File: src/rtl/sa_autosa_csb_initiator.sv
// CSB request initiator: turns one host register command at a time into a CSB request packet,
// then returns the slave's response, or a timeout, to the host on a valid/ready channel.
module sa_autosa_csb_initiator #(
   parameter int         TIMEOUT_CYCLES = 1024,
   parameter int         CNT_W          = 16,
   parameter logic       REQ_SRCPRIV    = 1'b1,
   parameter logic [1:0] REQ_LEVEL      = 2'b00
) (
   input  logic        autosa_core_clk,
   input  logic        autosa_core_rst,
   input  logic        cmd_valid,
   output logic        cmd_ready,
   input  logic [21:0] cmd_addr,
   input  logic [31:0] cmd_wdat,
   input  logic        cmd_write,
   input  logic        cmd_nposted,
   input  logic [3:0]  cmd_wrbe,
   output logic        rsp_valid,
   input  logic        rsp_ready,
   output logic [31:0] rsp_rdat,
   output logic        rsp_error,
   output logic        rsp_timeout,
   output logic        stray_resp,
   output logic [62:0] csb_req_pd,
   output logic        csb_req_pvld,
   input  logic        csb_req_prdy,
   input  logic [33:0] csb_resp_pd,
   input  logic        csb_resp_valid
);

   typedef enum logic [1:0] {
      IDLE = 2'd0,
      REQ  = 2'd1,
      WAIT = 2'd2,
      RESP = 2'd3
   } state_t;

   state_t           state_r;
   logic [CNT_W-1:0] cnt_r;

   // Reads never carry the non-posted flag; byte enables pass through unchanged.
   function automatic logic [62:0] build_pd(input logic [21:0] addr, input logic [31:0] wdat,
                                            input logic write, input logic nposted,
                                            input logic [3:0] wrbe);
      build_pd = {REQ_LEVEL, wrbe, REQ_SRCPRIV, write & nposted, write, wdat, addr};
   endfunction

   // Transaction sequencer with all host and CSB outputs registered.
   always_ff @(posedge autosa_core_clk or posedge autosa_core_rst) begin
      if (autosa_core_rst) begin
         state_r      <= IDLE;
         cnt_r        <= {CNT_W{1'b0}};
         cmd_ready    <= 1'b0;
         rsp_valid    <= 1'b0;
         rsp_rdat     <= 32'h0000_0000;
         rsp_error    <= 1'b0;
         rsp_timeout  <= 1'b0;
         stray_resp   <= 1'b0;
         csb_req_pd   <= 63'd0;
         csb_req_pvld <= 1'b0;
      end else begin
         if (csb_resp_valid && (state_r != WAIT)) begin
            stray_resp <= 1'b1;
         end
         case (state_r)
            IDLE: begin
               if (cmd_valid && cmd_ready) begin
                  csb_req_pd   <= build_pd(cmd_addr, cmd_wdat, cmd_write, cmd_nposted, cmd_wrbe);
                  csb_req_pvld <= 1'b1;
                  cmd_ready    <= 1'b0;
                  state_r      <= REQ;
               end else begin
                  cmd_ready <= 1'b1;
               end
            end
            REQ: begin
               if (csb_req_prdy) begin
                  csb_req_pvld <= 1'b0;
                  cnt_r        <= {CNT_W{1'b0}};
                  // Posted writes complete silently and reopen the command port at once.
                  if (!csb_req_pd[54] || csb_req_pd[55]) begin
                     state_r <= WAIT;
                  end else begin
                     cmd_ready <= 1'b1;
                     state_r   <= IDLE;
                  end
               end else begin
                  csb_req_pvld <= 1'b1;
               end
            end
            WAIT: begin
               cnt_r <= cnt_r + {{(CNT_W-1){1'b0}}, 1'b1};
               if (csb_resp_valid) begin
                  rsp_valid   <= 1'b1;
                  rsp_rdat    <= csb_req_pd[54] ? 32'h0000_0000 : csb_resp_pd[31:0];
                  rsp_error   <= csb_resp_pd[32] | (csb_resp_pd[33] != csb_req_pd[54]);
                  rsp_timeout <= 1'b0;
                  state_r     <= RESP;
               end else if (cnt_r == CNT_W'(TIMEOUT_CYCLES - 1)) begin
                  rsp_valid   <= 1'b1;
                  rsp_rdat    <= 32'h0000_0000;
                  rsp_error   <= 1'b1;
                  rsp_timeout <= 1'b1;
                  state_r     <= RESP;
               end else begin
                  state_r <= WAIT;
               end
            end
            RESP: begin
               if (rsp_ready) begin
                  rsp_valid <= 1'b0;
                  state_r   <= IDLE;
               end else begin
                  rsp_valid <= 1'b1;
               end
            end
            default: begin
               state_r <= IDLE;
            end
         endcase
      end
   end

endmodule

File: config.mk
export PLATFORM = sky130hd
export DESIGN_NAME = sa_autosa_csb_initiator
export DESIGN_NICKNAME = d
export VERILOG_FILES = /design/src/rtl/sa_autosa_csb_initiator.sv
export SDC_FILE = /design/constraint.sdc
export NUM_CORES = 1
export LEC_CHECK = 0
export BUFFER_PORTS_ARGS = -buffer_cell sky130_fd_sc_hd__buf_4
export CAP_MARGIN = 20
export CORE_MARGIN = 2
export CORE_UTILIZATION = 48
export CTS_CLUSTER_SIZE = 28
export DETAILED_ROUTE_END_ITERATION = 12
export PLACE_DENSITY = 0.8
export SYNTH_ARGS = -nofsm -noshare
export SYNTH_HDL_FRONTEND = slang
export SYNTH_SLANG_ARGS = --single-unit
File: constraint.sdc
create_clock -name autosa_core_clk -period 3.9 [get_ports autosa_core_clk]
set_input_delay 0.195 -clock autosa_core_clk [delete_from_list [all_inputs] [get_ports autosa_core_clk]]
set_output_delay 0.195 -clock autosa_core_clk [all_outputs]
set_load 0.03 [all_outputs]
==> summary.md, run 1 <==
| Metric | Value |
|---|---|
| Net Sw Frac | `0.403` |
| CTS H-tree depth | `4` |
| Synth Area per Inst | `12.1 um^2` |
| Number of global-route vias before repair | `4935` |
| Synth warn | `0` |
| Final cell count without fillers | `835` |
| Routed wire length | `between 15000 and 20000 um` |
| Max-slew violation count | `0` |
| Die width | `104 um` |
| Static Leakage | `3.77 nW` |
| Max capacitance violation total | `0` |
| Routed vias/inst | `between 5 and 6` |
| Final Skew | `between 0.01 and 0.015 ns` |
| Synth top area share | `0.610` |
| Clk slew on worst S/H paths | `roughly 0.06 ns` |
| Peak Freq | `419 MHz` |
| Worst setup SP type | `flip-flop` |
| Flops & latches, synth | `117` |
| Multi-input gate area | `1720 um^2` |
| Die H | `~100 um` |
| GRT Overall Usage | `0.335` |
| Worst path slowest cell | `buf_4` |
| Worst R2R End | `csb_req_pd[55]$_DFFE_PP0P_` |
| GRT Residual Overflow | `0` |
| Share of layout cells above drive strength 1 | `0.427` |
| CTS tree | `yes` |
| TritonCTS buffer count | `17` |
| Relative slew slack | `0.460` |
| Filler Cell Count | `roughly 470` |
| Crit-path max FO | `63` |
| Placed cell area | `6350 um^2` |
| Std-Cell Rows | `36` |
| Final worst setup slack | `1.52 ns` |
| Post-cts gate resize count | `0` |
| Cell Area, Synth | `roughly 4800 um^2` |
| Worst endpoint required time | `4.34 ns` |
| Power Internal | `3.78 mW` |
| WS Path Type | `reg2reg` |
| Vias | `4632` |
| Final Hold Viols | `0` |
| Drt pass-1 iters | `5` |
| Detailed Route Iter0 Violations | `410` |
| Combinational group share of total power | `0.426` |
| RePlAce Congestion | `0.822` |
| Sequential element share of the synthesized area | `0.610` |
| HP Class | `in2reg` |
| Worst Hold End | `rsp_error$_DFFE_PP0P_` |
| Die area | `10800 um^2` |
| Skew-Pair Late Insertion Delay | `0.53 ns` |
| Worst R2R Setup Slack | `1.52 ns` |
| Area of the core | `roughly 9700 um^2` |
| Sequential standard cell area | `2930 um^2` |
| RSZ-0062 raised after global routing | `no` |
| Post-CTS Setup Bufs | `0` |
| DR DRC count | `0` |
| Antenna Cells | `0` |
| Psw | `roughly 2.6 mW` |
| Count of cell types in the netlist | `40` |
| Final setup fails | `0` |
| Final ANT Viol Nets | `0` |
| Design area | `slightly below 8000 um^2` |
| Initial Utilization | `0.493` |
| Place WS | `1.70 ns` |
| WL/cell | `about 21 um` |
| Util after Layout | `0.814` |
| Hold Path Depth | `3` |
| Reg2reg start | `state_r[0]$_DFFE_PP0P_` |
| Peak supply drop | `0.522 mV` |
| Critical path's top delay family | `buffers and inverters` |
| Placed Cells | `between 700 and 800` |
| Fraction of registers with async set/reset | `1.00` |
| Dominant cell type by area after synthesis | `dfrtp_1` |
| Critical Path, Cell by Cell | `nor3_4, buf_4, nand3_1, dlygate4sd3_1, o21ai_0` |
| Area Growth Syn to Fin | `65.2%` |
| Worst-margin pin slew | `0.810 ns` |
| Clock root cell | `clkbuf_8` |
| Outcome | `finished clean` |
| EDFF count, synth | `0` |
| Fin crit share | `0.611` |
| First-pass GRT wire length | `27600 um` |
| CP Capture Type | `flip-flop` |
| Clock Path Buffers | `2` |
| Setup TNS | `0 ns` |
| Clk network pwr share | `0.249` |
| Largest net degree at the start of global routing | `67` |
| Port Buffer Count | `198` |
| I/O Pins | `201` |
| Cells after synthesis | `396` |
| CP arrival | `2.82 ns` |
| Ys flop type | `dfrtp_1` |
| Initial antenna violation count | `0` |
| Synth area leaders | `dfrtp_1, mux2_2, nand2_1` |
| Worst path bufs/invs | `2` |
| Sequential Power Share | `0.325` |
| Clock Sinks | `around 120` |
| Cells on worst reg2reg path | `5` |
| Half-perimeter wire length after detailed placement | `8340 um` |
| Final #Nets | `791` |
| P per Cell Area | `800 nW/um^2` |
| Tmin final | `2.38 ns` |
| CP max stage delay | `0.65 ns` |
| Min-delay src | `csb_resp_pd[32]` |
==> worst register-to-register path: stages (launching register included) <==
cell and delay [ns]:
dfrtp_1 0.58, nor3_4 0.23, buf_4 0.65, nand3_1 0.18, dlygate4sd3_1 0.60, o21ai_0 0.07
==> layer usage <==
metal  part of all wire  vias up  track usage
li1                   -     1979            -
met1               0.36     2282        0.367
met2               0.51      291        0.583
met3              0.069       80       0.0921
met4              0.057        0        0.193
met5                  0        -            0
==> layout by cell type, fill, tap and decap left out, types with 3 or more instances in the layout <==
cell	count
dfrtp_1	117
o21ai_0	7
o22ai_1	30
nand4_1	4
nand2_1	85
nor2_1	4
clkbuf_16	16
nand2b_1	3
buf_4	202
bufinv_16	3
mux2_2	59
mux2i_1	9
dlygate4sd3_1	96
o21a_1	4
clkinv_2	4
clkbuf_8	4
nand3_1	13
==> cells in the mapped netlist, types with 2 or more instances <==
library cell  number
mux2_2            59
a21oi_1            2
nor2_1             4
nand4_1            4
inv_1              2
o31ai_1            2
o21ai_0            7
nand2b_1           3
buf_2              7
buf_4              2
and2_1             2
nand2_1           86
nand3b_1           2
nand3_1           13
xnor2_1            2
o22ai_1           30
dfrtp_1          117
buf_8              2
mux2i_1            9
nor3_1             2
a31oi_1            2
o211ai_1           2
o22ai_2            2
nor2b_1            2
clkbuf_1          13
o21a_1             4
==> worst max path at each step <==
stage | cells past startpoint | slack, ns | end | start
6_report | 5 | 1.52 | csb_req_pd[55]$_DFFE_PP0P_ | state_r[0]$_DFFE_PP0P_
3_3_place_gp | 4 | 1.81 | rsp_rdat[31]$_DFFE_PP0P_ | flip-flop
2_1_floorplan | 1 | 0.60 | asynchronous set/reset pin | autosa_core_rst
3_5_place_dp | 4 | 1.70 | rsp_rdat[23]$_DFFE_PP0P_ | flip-flop
4_1_cts | 5 | 1.64 | csb_req_pd[55]$_DFFE_PP0P_ | state_r[0]$_DFFE_PP0P_
5_1_grt | 5 | 1.44 | csb_req_pd[55]$_DFFE_PP0P_ | state_r[0]$_DFFE_PP0P_
==> sequential cells by signal, summed over array words and instances (netlist names), named ones only <==
name / flops
csb_req_pd: 61
rsp_rdat: 32
cnt_r: 16
cmd_ready: 1
csb_req_pvld: 1
rsp_error: 1
rsp_timeout: 1
rsp_valid: 1
state_r: 1
stray_resp: 1
==> repair_timing <==
action / in CTS / in global routing
hold endpoints to repair: 211 / 0
hold buffers: 96 / 0
endpoints found under the setup margin: 0 / 0
==> power groups by stage <==
| stage | clock network [mW] | registers, mW | logic [mW] |
|---|---|---|---|
| 2_1_floorplan | 0 | 2.74 | 0.747 |
| 3_3_place_gp | 0 | 1.95 | 2.42 |
| 3_5_place_dp | 0 | 1.97 | 2.48 |
| 4_1_cts | 1.57 | 1.97 | 2.57 |
| 5_1_grt | 1.64 | 2.10 | 2.81 |
| 6_report | 1.58 | 2.06 | 2.70 |
==> final cells by class <==
type | count | share of cell area
flip-flops and latches | 117 | 0.370
clock inverters | 9 | 0.0160
clock buffers | 22 | 0.0584
inverters | 2 | 0.00126
multi-input cells | 252 | 0.217
well taps | 133 | 0.0210
repair buffers | 300 | 0.317
==> per-stage QoR <==
| step | hold WS [ns] | power (mW) |
|---|---|---|
| global route | 0.0781 | 6.54 |
| global placement | 0.413 | 4.37 |
| detailed placement | 0.418 | 4.46 |
| finish | 0.0634 | 6.34 |
| CTS | 0.0134 | 6.10 |
| floorplan | 0.303 | 3.49 |
==> logic make-up after synthesis <==
group,Yosys count,synth area share
AO/OA/AOI/OAI,53,0.0723
other,1,0.000782
flip-flops,117,0.610
XOR/XNOR,2,0.00365
multiplexers,68,0.157
buffers and inverters,28,0.0350
adder cells (fa/ha/maj),1,0.00261
AND/OR/NAND/NOR,126,0.118
Note: power is estimated with default switching activity, not from simulation.
==> run 2: changes to the inputs <==
clock period = 2.2 ns   (was 3.9 ns; I/O delays follow)
==> run 2 against run 1 <==
Against the previous run: maximum frequency rose by 26%; register-to-register slack got worse by 1.2 ns; global-route usage fell by 2.5 points; design area rose by 0.98%; via count fell by 5.0%; sequential share of layout area fell by 0.36 points; worst setup slack got worse by 1.2 ns; power rose by 77%; sequential power rose by 74%; largest power group unchanged; clock skew fell by 0.0018 ns; final cell count rose by 0.36%; critical path type unchanged.
==> summary.md, run 2 (synthesis results as in run 1) <==
| Metric | Value |
|---|---|
| WL/cell | `19.3 um (-10%)` |
| Vias | `4402 (-5.0%)` |
| Port Buffer Count | `198 (unchanged)` |
| Routed vias/inst | `5.25 (-5.3%)` |
| Most flop-heavy register | `csb_req_pd` |
| Share of layout cells above drive strength 1 | `0.428 (+0.00102)` |
| Die width | `104 um (unchanged)` |
| Area of the core | `9730 um^2 (unchanged)` |
| Most common cell after layout, fill and taps aside | `buf_4` |
| Crit-path max FO | `18 (-71%)` |
| GRT Residual Overflow | `0 (unchanged)` |
| Final Skew | `0.0106 ns (-0.00185 ns)` |
| Static Leakage | `3.79 nW (+0.76%)` |
| CP arrival | `2.26 ns (-0.56 ns)` |
| Initial antenna violation count | `0 (unchanged)` |
| Pwr Total | `11.2 mW (+77%)` |
| Post-CTS Setup Bufs | `0 (unchanged)` |
| RePlAce Congestion | `0.867 (+5.4%)` |
| HP Class | `in2reg` |
| Clock root cell | `clkbuf_8` |
| First-pass GRT wire length | `26100 um (-5.3%)` |
| Setup TNS | `0 ns (unchanged)` |
| Worst endpoint required time | `2.56 ns (-1.78 ns)` |
| Final ANT Viol Nets | `0 (unchanged)` |
| Clock Path Buffers | `2 (unchanged)` |
| Post-cts gate resize count | `0 (unchanged)` |
| CP Capture Type | `flip-flop` |
| Die area | `10800 um^2 (unchanged)` |
| Routed wire length | `16200 um (-9.7%)` |
| Final Hold Viols | `0 (unchanged)` |
| Area Growth Syn to Fin | `66.8%` |
| Tmin final | `1.90 ns (-0.486 ns)` |
| WS Path Type | `reg2reg` |
| TritonCTS buffer count | `17 (unchanged)` |
| Final setup fails | `0 (unchanged)` |
| CTS tree | `yes` |
| Filler Cell Count | `490 (+4.9%)` |
| Half-perimeter wire length after detailed placement | `8550 um (+2.5%)` |
| Clock Sinks | `117 (unchanged)` |
| I/O Pins | `201 (unchanged)` |
| Hold_buf cts | `98 (+2.1%)` |
| Peak Freq | `527 MHz (+26%)` |
| Max capacitance violation total | `0 (unchanged)` |
| Peak supply drop | `1.01 mV (+93%)` |
| Clk slew on worst S/H paths | `0.05 ns (about the same)` |
| Detailed Route Iter0 Violations | `200 (-51%)` |
| RSZ-0062 raised after global routing | `no` |
| Std-Cell Rows | `36 (unchanged)` |
| Antenna Cells | `0 (unchanged)` |
| GRT Overall Usage | `0.310 (-0.0252)` |
| Relative slew slack | `0.563 (+0.103)` |
| Drt pass-1 iters | `5 (unchanged)` |
| Biggest regs | `csb_req_pd (61), rsp_rdat (32), cnt_r (16)` |
| Fin crit share | `0.863 (+0.251)` |
| Worst setup SP type | `flip-flop` |
| Initial Utilization | `0.493 (unchanged)` |
| Max-slew violation count | `0 (unchanged)` |
| CTS H-tree depth | `4 (unchanged)` |
| Final #Nets | `795 (+0.51%)` |
| Skew-Pair Late Insertion Delay | `0.51 ns (-0.02 ns)` |
| Largest register FFs | `61 (unchanged)` |
| Number of global-route vias before repair | `4879 (-1.1%)` |
| DR DRC count | `0 (unchanged)` |
| Die H | `104 um (unchanged)` |
| Worst-margin pin slew | `0.654 ns (-0.157 ns)` |
| Most frequent cells in the layout | `buf_4, dfrtp_1, dlygate4sd3_1` |
| Outcome | `finished clean` |
| P per Cell Area | `1400 nW/um^2 (+75%)` |
| Worst R2R Setup Slack | `0.30 ns (-1.21 ns)` |
| Largest net degree at the start of global routing | `67 (unchanged)` |
==> run 2: per-stage QoR <==
step	instances	util	hold slack, ns	cell area [um^2]	setup slack [ns]
after detailed placement	710	0.660	0.132	6420	0.377
after global placement	710	0.660	0.126	6420	0.452
after global routing	838	0.822	0.0230	8000	0.198
after CTS	838	0.822	0.00356	8000	0.372
final	838	0.822	0.0290	8000	0.302
after floorplan	397	-	0.218	4800	0.496
==> run 2: layout make-up <==
cell class	count	area, um^2	area share
Sequential cell	117	2930	0.366
Timing Repair Buffer	304	2580	0.322
Multi-Input combinational cell	252	1720	0.214
Clock buffer	20	445	0.0557
Tap cell	133	166	0.0208
Clock inverter	10	155	0.0194
Inverter	2	11.3	0.00141
==> run 2: critical path, cell delays in order (launching register included) <==
cell and delay (ns):
dfrtp_1 0.60, and4b_1 0.35, and3_4 0.23, and3_1 0.18, buf_4 0.25, o22ai_1 0.14
==> run 2: worst paths after layout <==
| check | from | to | cells past startpoint |
|---|---|---|---|
| max | flip-flop | rsp_rdat[25]$_DFFE_PP0P_ | 5 |
| min | csb_req_prdy | state_r[0]$_DFFE_PP0P_ | 3 |
| max reg2reg | flip-flop | rsp_rdat[25]$_DFFE_PP0P_ | 5 |
| min reg2reg | cnt_r[15]$_DFFE_PP0P_ | cnt_r[15]$_DFFE_PP0P_ | 1 |
| max in group asynchronous | autosa_core_rst | cnt_r[8]$_DFFE_PP0P_ | 4 |
| min in group asynchronous | autosa_core_rst | csb_req_pd[9]$_DFFE_PP0P_ | 3 |
==> run 2: routing by layer <==
| metal | global-route usage | share of wire |
|---|---|---|
| met5 | 0 | 0 |
| met2 | 0.539 | 0.53 |
| met1 | 0.352 | 0.37 |
| met4 | 0.155 | 0.043 |
| met3 | 0.0802 | 0.059 |
==> run 2: power breakdown <==
group	internal [mW]	total, mW	switching, mW	leakage, nW
clock network	1.88	2.82	0.943	0.292
logic	1.99	4.81	2.82	2.04
registers	2.95	3.58	0.625	1.46
total	6.82	11.2	4.39	3.79
